<file path="src/rtl/nms_window_datapath.sv">
// Non-maximum-suppression window datapath: fetches a 3x3 neighbourhood, then compares the centre against its gradient pair.
// Optional build macro NMS_BORDER_ZERO_EN zeroes results for centre pixels on the image border.
module nms_window_datapath #(
  parameter int IMG_W = 180,
  parameter int IMG_H = 120
) (
  input  logic        clock,
  input  logic        nReset,
  input  logic [14:0] refAddr,
  input  logic [3:0]  adjNumber,
  input  logic [3:0]  regAddr,
  input  logic        readen,
  input  logic [9:0]  memData,
  output logic [14:0] memAddr,
  output logic        memRd,
  output logic [7:0]  nmsOut,
  output logic        nmsValid,
  output logic        busy
);

  typedef enum logic [1:0] {IDLE, COMPARE, OUTPUT} stateT;

  localparam logic [14:0] rowStep = 15'(IMG_W);

  stateT       state, nextState;
  logic [14:0] fetchOffset;
  logic [9:0]  win [9];
  logic        readenQ, armed, readenRise;
  logic [9:0]  pairA, pairB;
  logic [7:0]  centreMag;
  logic        keepCentre;

  // Offsets wrap modulo 2^15, matching a 16-bit signed sum truncated to 15 bits.
  always_comb begin
    fetchOffset = '0;
    case (adjNumber)
      4'd0: fetchOffset = -rowStep - 15'd1;
      4'd1: fetchOffset = -rowStep;
      4'd2: fetchOffset = -rowStep + 15'd1;
      4'd3: fetchOffset = -15'd1;
      4'd5: fetchOffset = 15'd1;
      4'd6: fetchOffset = rowStep - 15'd1;
      4'd7: fetchOffset = rowStep;
      4'd8: fetchOffset = rowStep + 15'd1;
      default: fetchOffset = '0;
    endcase
  end

  always_ff @(posedge clock or negedge nReset) begin
    if (!nReset) begin
      memAddr <= '0;
      memRd   <= 1'b0;
    end else if (adjNumber <= 4'd8) begin
      memAddr <= refAddr + fetchOffset;
      memRd   <= 1'b1;
    end else begin
      memRd   <= 1'b0;
    end
  end

  // An X or out-of-range slot matches no case item, so nothing is written.
  always_ff @(posedge clock or negedge nReset) begin
    if (!nReset) begin
      for (int i = 0; i < 9; i++) win[i] <= '0;
    end else begin
      case (regAddr)
        4'd0, 4'd1, 4'd2, 4'd3, 4'd4, 4'd5, 4'd6, 4'd7, 4'd8: win[regAddr] <= memData;
        default: ;
      endcase
    end
  end

  // armed stays low for the first edge after reset so a level already high is not seen as a rise.
  always_ff @(posedge clock or negedge nReset) begin
    if (!nReset) begin
      readenQ <= 1'b0;
      armed   <= 1'b0;
    end else begin
      readenQ <= readen;
      armed   <= 1'b1;
    end
  end

  assign readenRise = readen & ~readenQ & armed;

  always_ff @(posedge clock or negedge nReset) begin
    if (!nReset) state <= IDLE;
    else         state <= nextState;
  end

  always_comb begin
    nextState = state;
    case (state)
      IDLE:    if (readenRise) nextState = COMPARE;
      COMPARE: nextState = OUTPUT;
      OUTPUT:  nextState = IDLE;
      default: nextState = IDLE;
    endcase
  end

  always_comb begin
    pairA = win[3];
    pairB = win[5];
    case (win[4][9:8])
      2'd1: begin pairA = win[2]; pairB = win[6]; end
      2'd2: begin pairA = win[1]; pairB = win[7]; end
      2'd3: begin pairA = win[0]; pairB = win[8]; end
      default: begin pairA = win[3]; pairB = win[5]; end
    endcase
  end

  assign centreMag  = win[4][7:0];
  assign keepCentre = (centreMag >= pairA[7:0]) && (centreMag > pairB[7:0]);

`ifdef NMS_BORDER_ZERO_EN
  logic onBorder, borderFlag;
  logic [14:0] colIndex;

  assign colIndex = refAddr % rowStep;
  assign onBorder = (refAddr < rowStep) || (refAddr >= 15'((IMG_H - 1) * IMG_W)) ||
                    (colIndex == 15'd0) || (colIndex == rowStep - 15'd1);

  always_ff @(posedge clock or negedge nReset) begin
    if (!nReset)                            borderFlag <= 1'b0;
    else if (state == IDLE && readenRise)   borderFlag <= onBorder;
  end

  always_ff @(posedge clock or negedge nReset) begin
    if (!nReset)               nmsOut <= '0;
    else if (state == COMPARE) nmsOut <= (keepCentre && !borderFlag) ? centreMag : 8'd0;
  end
`else
  always_ff @(posedge clock or negedge nReset) begin
    if (!nReset)               nmsOut <= '0;
    else if (state == COMPARE) nmsOut <= keepCentre ? centreMag : 8'd0;
  end
`endif

  assign nmsValid = (state == OUTPUT);
  assign busy     = (state != IDLE);

endmodule

</file>
<file path="config.mk">
export PLATFORM = sky130hd
export DESIGN_NAME = nms_window_datapath
export DESIGN_NICKNAME = d
export VERILOG_FILES = /design/src/rtl/nms_window_datapath.sv
export SDC_FILE = /design/constraint.sdc
export NUM_CORES = 1
export LEC_CHECK = 0
export CAP_MARGIN = 0
export CORE_ASPECT_RATIO = 2
export CORE_MARGIN = 5
export CORE_UTILIZATION = 50
export DETAILED_ROUTE_END_ITERATION = 10
export PLACE_DENSITY = 0.72
export SLEW_MARGIN = 20
export SYNTH_ARGS = -nofsm -noshare
export SYNTH_HDL_FRONTEND = slang
export SYNTH_SLANG_ARGS = --single-unit
</file>
<file path="constraint.sdc">
create_clock -name clock -period 7.05 [get_ports clock]
set_clock_uncertainty 0.15 [all_clocks]
set_input_delay 1.41 -clock clock [delete_from_list [all_inputs] [get_ports clock]]
set_output_delay 1.41 -clock clock [all_outputs]
set_load 0.1 [all_outputs]
</file>
==> summary.txt, run 1 <==
Outcome
  • Outcome: finished clean

Critical path
  • Crit end category: flip-flop
  • Req. time, crit path: about 7.1 ns
  • Setup slack, reg-to-reg: 3.72 ns
  • Worst r2r path cells: 7
  • Critical Path Source Type: primary input
  • Setup CP Type: in -> reg
  • Data arrival, critical path: 4.31 ns
  • Crit-path max FO: 4

Cells and area
  • Reg area: about 2600 um2
  • Number of diodes: 0
  • Util after Layout: 0.599
  • Final net count: 582
  • Area of the multi-input gates: 2760 um2
  • Area Overhead vs Synth: 18.2%
  • Fillers: 908
  • Layout cells sized above 1: 0.232

Power and ir drop
  • Switching Power: 793 uW
  • Maximum VDD drop: 0.174 mV
  • PwrDens: 323 nW/um2
  • Switch share: 0.377
  • Sequential Power Share: 0.380
  • Clock share of power: 0.238
  • Internal power: approximately 1300 uW
  • Lkg Pwr: 0.00281 uW
  • Comb power frac: 0.382

Routing
  • Drt wl/cell: 18.4 um
  • DRT iter0 DRCs: 128
  • Wl on met1: 4530 um
  • Via/cell ratio: 5.70
  • DRC: 0
  • Metal3 WL: 469 um
  • Highest Signal Layer: met4
  • Met2 Wirelength: 6620 um
  • DRT Wirelength: approximately 12000 um
  • Vias post-DR: 3721
  • Routed Antenna Nets: 0
  • Pre-Repair DR Iteration Count: 4

Yosys
  • Post-synth EDFFs: 0
  • Distinct cells, synth: 58
  • #FFs+latches synth: 102
  • Asr flop ratio synth: 1.00
  • Largest area contributor in the netlist: dfrtp_1
  • Top cells by count, synth: 102 x dfrtp_1, 66 x mux2_2, 35 x ha_1, 35 x nand2_1, 31 x inv_1
  • Most common cell in the synthesized netlist: dfrtp_1
  • Syn nets: between 500 and 600
  • Synth Flop Type: dfrtp_1
  • Synthesized area: 5510 um2
  • Synth Warn #: 0
  • Register area share after synthesis: 0.463
  • Synth top area cells: dfrtp_1 46%, mux2_2 13%, ha_1 7.9%, mux4_2 6.5%, nand2_1 2.4%
  • Avg Cell Area, Syn: between 10 and 15 um2
  • Synth top area share: 0.463
  • Cells after Synth: 452

Clock network
  • Clock root buffer: clkbuf_16
  • Clk buf depth: 2
  • Post-CTS Setup Inserts: 0
  • Hold Buf Count CTS: 0
  • CTS buffer count: 9
  • CTS sink count: 102
  • Clock Latency Late Sink: 0.34 ns
  • Clk slew on worst S/H paths: 0.06 ns
  • CTS resizes: 0
  • Clock tree from TritonCTS: built
  • H-tree depth: 3

Global route
  • Vias in the first global route: 4033
  • Initial antenna violation count: 0
  • Largest net degree at the start of global routing: 86
  • GRT Util Overall: 0.190
  • First-pass GRT wire length: 19800 um
  • Congestion Overflow GR: 0

STA
  • Max Freq: about 0.24 GHz
  • Unrepaired setup endpoints after global routing: false
  • Final Max Tran Viols: 0
  • Setup violators final: 0
  • Max-slew headroom: 0.321
  • TNS Setup: 0 ns
  • Period minus WS final: 4.24 ns
  • Final hold vios: 0
  • Slew @ Worst Pin: 1.02 ns
  • Final Cycle Share: 0.601

Floorplan
  • Die Area: 13400 um2
  • Core box area: 10900 um2
  • Number of core rows: 54
  • Die H: about 160 um
  • Initial Util: 0.507
  • Die width: about 84 um
  • # IOs: 62

Job
  • Max_cap viols: 0

Placed design
  • Post-DP HPWL: 8890 um
  • Port Buf Inserts: 61
  • GP Congestion: 0.921

Min path
  • Hold WC Path Type: reg -> reg
  • Worst hold stages: 1
[kinds of logic after synthesis]
group | synth area share
flip-flops | 0.463
AND/OR/NAND/NOR | 0.0935
AO/OA/AOI/OAI | 0.103
multiplexers | 0.202
buffers and inverters | 0.0370
adder cells (fa/ha/maj) | 0.0830
XOR/XNOR | 0.0175
other | 0.000680
[cell type report]
class | count | area share
clock buffers | 11 | 0.0388
inverters | 31 | 0.0179
flip-flops and latches | 102 | 0.392
well taps | 140 | 0.0269
repair buffers | 62 | 0.0950
multi-input cells | 304 | 0.423
clock inverters | 3 | 0.00691
[per-stage QoR]
step / area, um2 / std cells / total power, uW / worst slack (ns) / hold WS (ns)
floorplan: 5510 / 452 / 1410 / 3.28 / 0.234
global placement: 6220 / 639 / 1600 / 2.58 / 0.249
detailed placement: 6220 / 639 / 1620 / 2.46 / 0.261
CTS: 6520 / 653 / 2130 / 2.81 / 0.270
global route: 6520 / 653 / 2220 / 2.66 / 0.272
finish: 6520 / 653 / 2110 / 2.81 / 0.263
[worst max-delay path: stages]
cell and delay [ns]:
clkdlybuf4s50_1 0.51, inv_1 0.10, ha_1 0.32, a21oi_1 0.14, o21ai_0 0.09, ha_1 0.23
fa_1 0.43, a21oi_2 0.28, o211ai_2 0.13, a31oi_2 0.26, o21ai_0 0.11, a221o_1 0.30
[path summary, 6_finish.rpt]
kind,startpoint,endpoint
setup / recovery,adjNumber[0],memAddr[14]
hold / removal,readenQ,state[0]
setup reg to reg,win[49],nmsOut[2]
hold reg to reg,readenQ,state[0]
max in group asynchronous,nReset,nmsOut[1]
min in group asynchronous,nReset,win[16]
[sequential cells by signal (all words and copies together), names as in the netlist]
register,cells
armed,1
centreMag,8
memAddr,15
memRd,1
nmsOut,8
readenQ,1
state,2
win,66
[power groups by stage]
stage	sequential, uW	clock (uW)	combinational, uW
2_1_floorplan	1010	0	398
3_3_place_gp	804	0	795
3_5_place_dp	813	0	810
4_1_cts	804	511	813
5_1_grt	818	532	866
6_report	801	501	805
[cells in the final DEF, fill, tap and decap left out, types with 3 or more instances in the layout]
cell	netlist	final
o21bai_1	3	3
clkdlybuf4s50_1	0	60
a21oi_1	20	20
nand2_1	35	35
nand4_1	4	4
o21ai_0	23	23
xor2_1	9	9
mux4_2	16	16
nor3_4	4	4
o21ai_1	3	3
and3_1	3	3
inv_1	31	31
nor3_1	5	5
ha_1	35	35
o31ai_1	9	9
mux2_2	66	66
nand2b_1	6	6
o21a_1	3	3
clkbuf_16	0	9
dfrtp_1	102	102
nor2_1	14	14
[metal layers]
metal / up-vias / track usage
met5: - / 0
met4: 0 / 0.0821
met3: 25 / 0.0388
met2: 90 / 0.349
met1: 1867 / 0.212
li1: 1739 / -
Power figures use the tool's default switching activity.
==> run 2: changes to the inputs <==
Clock period 7.05 ns to 3.9 ns, I/O delays scaled along.
==> summary.txt, run 2 (same netlist as run 1, synthesis figures left out) <==
Clock network
  • Clk buf depth: 2
  • CTS sink count: 102
  • Clk slew on worst S/H paths: roughly 0.07 ns
  • CTS buffer count: 9
  • CTS resizes: 0
  • H-tree depth: 3
  • Post-CTS Setup Inserts: 0
  • Clock tree from TritonCTS: built
  • Clock root buffer: clkbuf_16
  • Hold Buf Count CTS: 0
  • Clock Latency Late Sink: roughly 0.35 ns

STA
  • Setup violators final: 0
  • Max-slew headroom: 0.325
  • Final hold vios: 0
  • Final Cycle Share: 0.902
  • TNS Setup: 0 ns
  • Period minus WS final: 3.52 ns
  • Unrepaired setup endpoints after global routing: false
  • Slew @ Worst Pin: 1.01 ns
  • Final Max Tran Viols: 0
  • Max Freq: 0.284 GHz

Routing
  • Pre-Repair DR Iteration Count: 4
  • Vias post-DR: between 3k and 4k
  • Drt wl/cell: 18.7 um
  • DRC: 0
  • Via/cell ratio: 5.69
  • DRT iter0 DRCs: about 170
  • DRT Wirelength: 12400 um
  • Routed Antenna Nets: 0

Power and ir drop
  • Lkg Pwr: 0.00287 uW
  • Maximum VDD drop: 0.394 mV
  • PwrDens: 587 nW/um2

Global route
  • Initial antenna violation count: 0
  • Vias in the first global route: 4119
  • GRT Util Overall: 0.198
  • Largest net degree at the start of global routing: 65
  • Congestion Overflow GR: 0
  • First-pass GRT wire length: 20400 um

Cells and area
  • Top reg by flops: win
  • Fillers: 881
  • Layout cells sized above 1: 0.246
  • Final net count: ~590
  • Number of diodes: 0
  • Util after Layout: 0.608
  • Area of the multi-input gates: 2760 um2
  • Most frequent cells in the layout: 102 x dfrtp_1, 66 x mux2_2, 60 x clkdlybuf4s50_1
  • Leading cell type in the layout, fill and taps excluded: dfrtp_1
  • Reg area: 2550 um2
  • Largest register FFs: 66
  • Largest regs: win x66, memAddr x15
  • Area Overhead vs Synth: 19.9%

Floorplan
  • Die H: 159 um
  • Die Area: 13400 um2
  • Number of core rows: 54
  • Initial Util: 0.507
  • Die width: around 84 um
  • # IOs: 62
  • Core box area: 10900 um2

Critical path
  • Cell Chain, Critical Path: clkdlybuf4s50_1 -> inv_1 -> ha_1 -> a21oi_1 -> o21ai_0 -> ha_1 -> fa_1 -> a21oi_2 -> o211ai_2 -> a31oi_2 -> o21ai_0 -> a221o_1
  • Capturing point of the worst reg2reg path: nmsOut[7]
  • Req. time, crit path: 3.98 ns
  • Setup CP Type: in -> reg
  • Worst r2r path cells: 7
  • Largest stage delay, worst path: 0.52 ns
  • Reg-to-reg critical path startpoint: win[48]
  • Crit end category: flip-flop
  • Setup slack, reg-to-reg: 0.98 ns
  • Data arrival, critical path: 3.59 ns
  • Critical Path Slowest Stage Cell: clkdlybuf4s50_1
  • Crit-path max FO: 3
  • Crit-path leading delay family: compound AO/OA/AOI/OAI gates
  • CP Buf/Inv Count: 2
  • Critical Path Source Type: primary input

Placed design
  • GP Congestion: 0.893
  • Post-DP HPWL: 9490 um
  • Port Buf Inserts: roughly 60

Outcome
  • Outcome: finished clean

Job
  • Max_cap viols: 0

Min path
  • Hold WC Path Type: in -> async
## run 2: changes by cell type in the layout (fill, tap and decap cells not counted), sizes merged
| cell | previous run | this run |
|---|---|---|
| buf | 2 | 11 |
| clkinv | 0 | 3 |
| bufinv | 1 | 2 |
| clkbuf | 11 | 10 |
| clkinvlp | 2 | 1 |
## run 2: worst register-to-register path, cell delays in order (launching register included)
cell and delay, ns:
dfrtp_1 0.76, mux4_2 0.61, inv_1 0.10, ha_1 0.24, a21oi_1 0.16, o21ai_1 0.15, a221oi_4 0.47, o31ai_1 0.14
## run 2: worst max path at each step
stage	slack [ns]	cells after the start	startpoint	to
after floorplan	0.76	11	adjNumber[0]	memAddr[14]
after global placement	0.13	12	adjNumber[0]	memAddr[14]
after detailed placement	0.04	12	adjNumber[0]	memAddr[14]
after CTS	0.40	12	adjNumber[0]	memAddr[14]
after global routing	0.28	12	adjNumber[1]	memAddr[14]
final	0.38	12	adjNumber[0]	memAddr[14]
## run 2: report_power, final
group,internal (uW),switching [uW]
logic,580,923
registers,1290,139
clock network,561,390
## run 2: metrics by stage
| step | setup slack, ns | instances | area (um2) | power, uW | hold slack [ns] |
|---|---|---|---|---|---|
| 2_1_floorplan | 0.762 | 452 | 5510 | 2550 | 0.234 |
| 3_3_place_gp | 0.128 | 648 | 6300 | 2910 | 0.248 |
| 3_5_place_dp | 0.0364 | 648 | 6300 | 2960 | 0.261 |
| 4_1_cts | 0.402 | 664 | 6610 | 3920 | 0.270 |
| 5_1_grt | 0.277 | 664 | 6610 | 4090 | 0.283 |
| 6_report | 0.384 | 664 | 6610 | 3880 | 0.258 |
## run 2: cell type report
| cell class | count | area share |
|---|---|---|
| multi-input cells | 304 | 0.417 |
| repair buffers | 71 | 0.105 |
| clock buffers | 10 | 0.0346 |
| clock inverters | 6 | 0.0131 |
| flip-flops and latches | 102 | 0.386 |
| well taps | 140 | 0.0265 |
| inverters | 31 | 0.0176 |
## run 2: per-layer routing
layer | vias to the layer above | share of wire | wire length (um) | global-route usage
met5 | - | 0 | 0 | 0
met4 | 0 | 0.028 | 348 | 0.0828
met3 | 23 | 0.040 | 500 | 0.0373
met2 | 104 | 0.57 | 7020 | 0.384
met1 | 1882 | 0.36 | 4520 | 0.206
li1 | 1767 | - | - | -
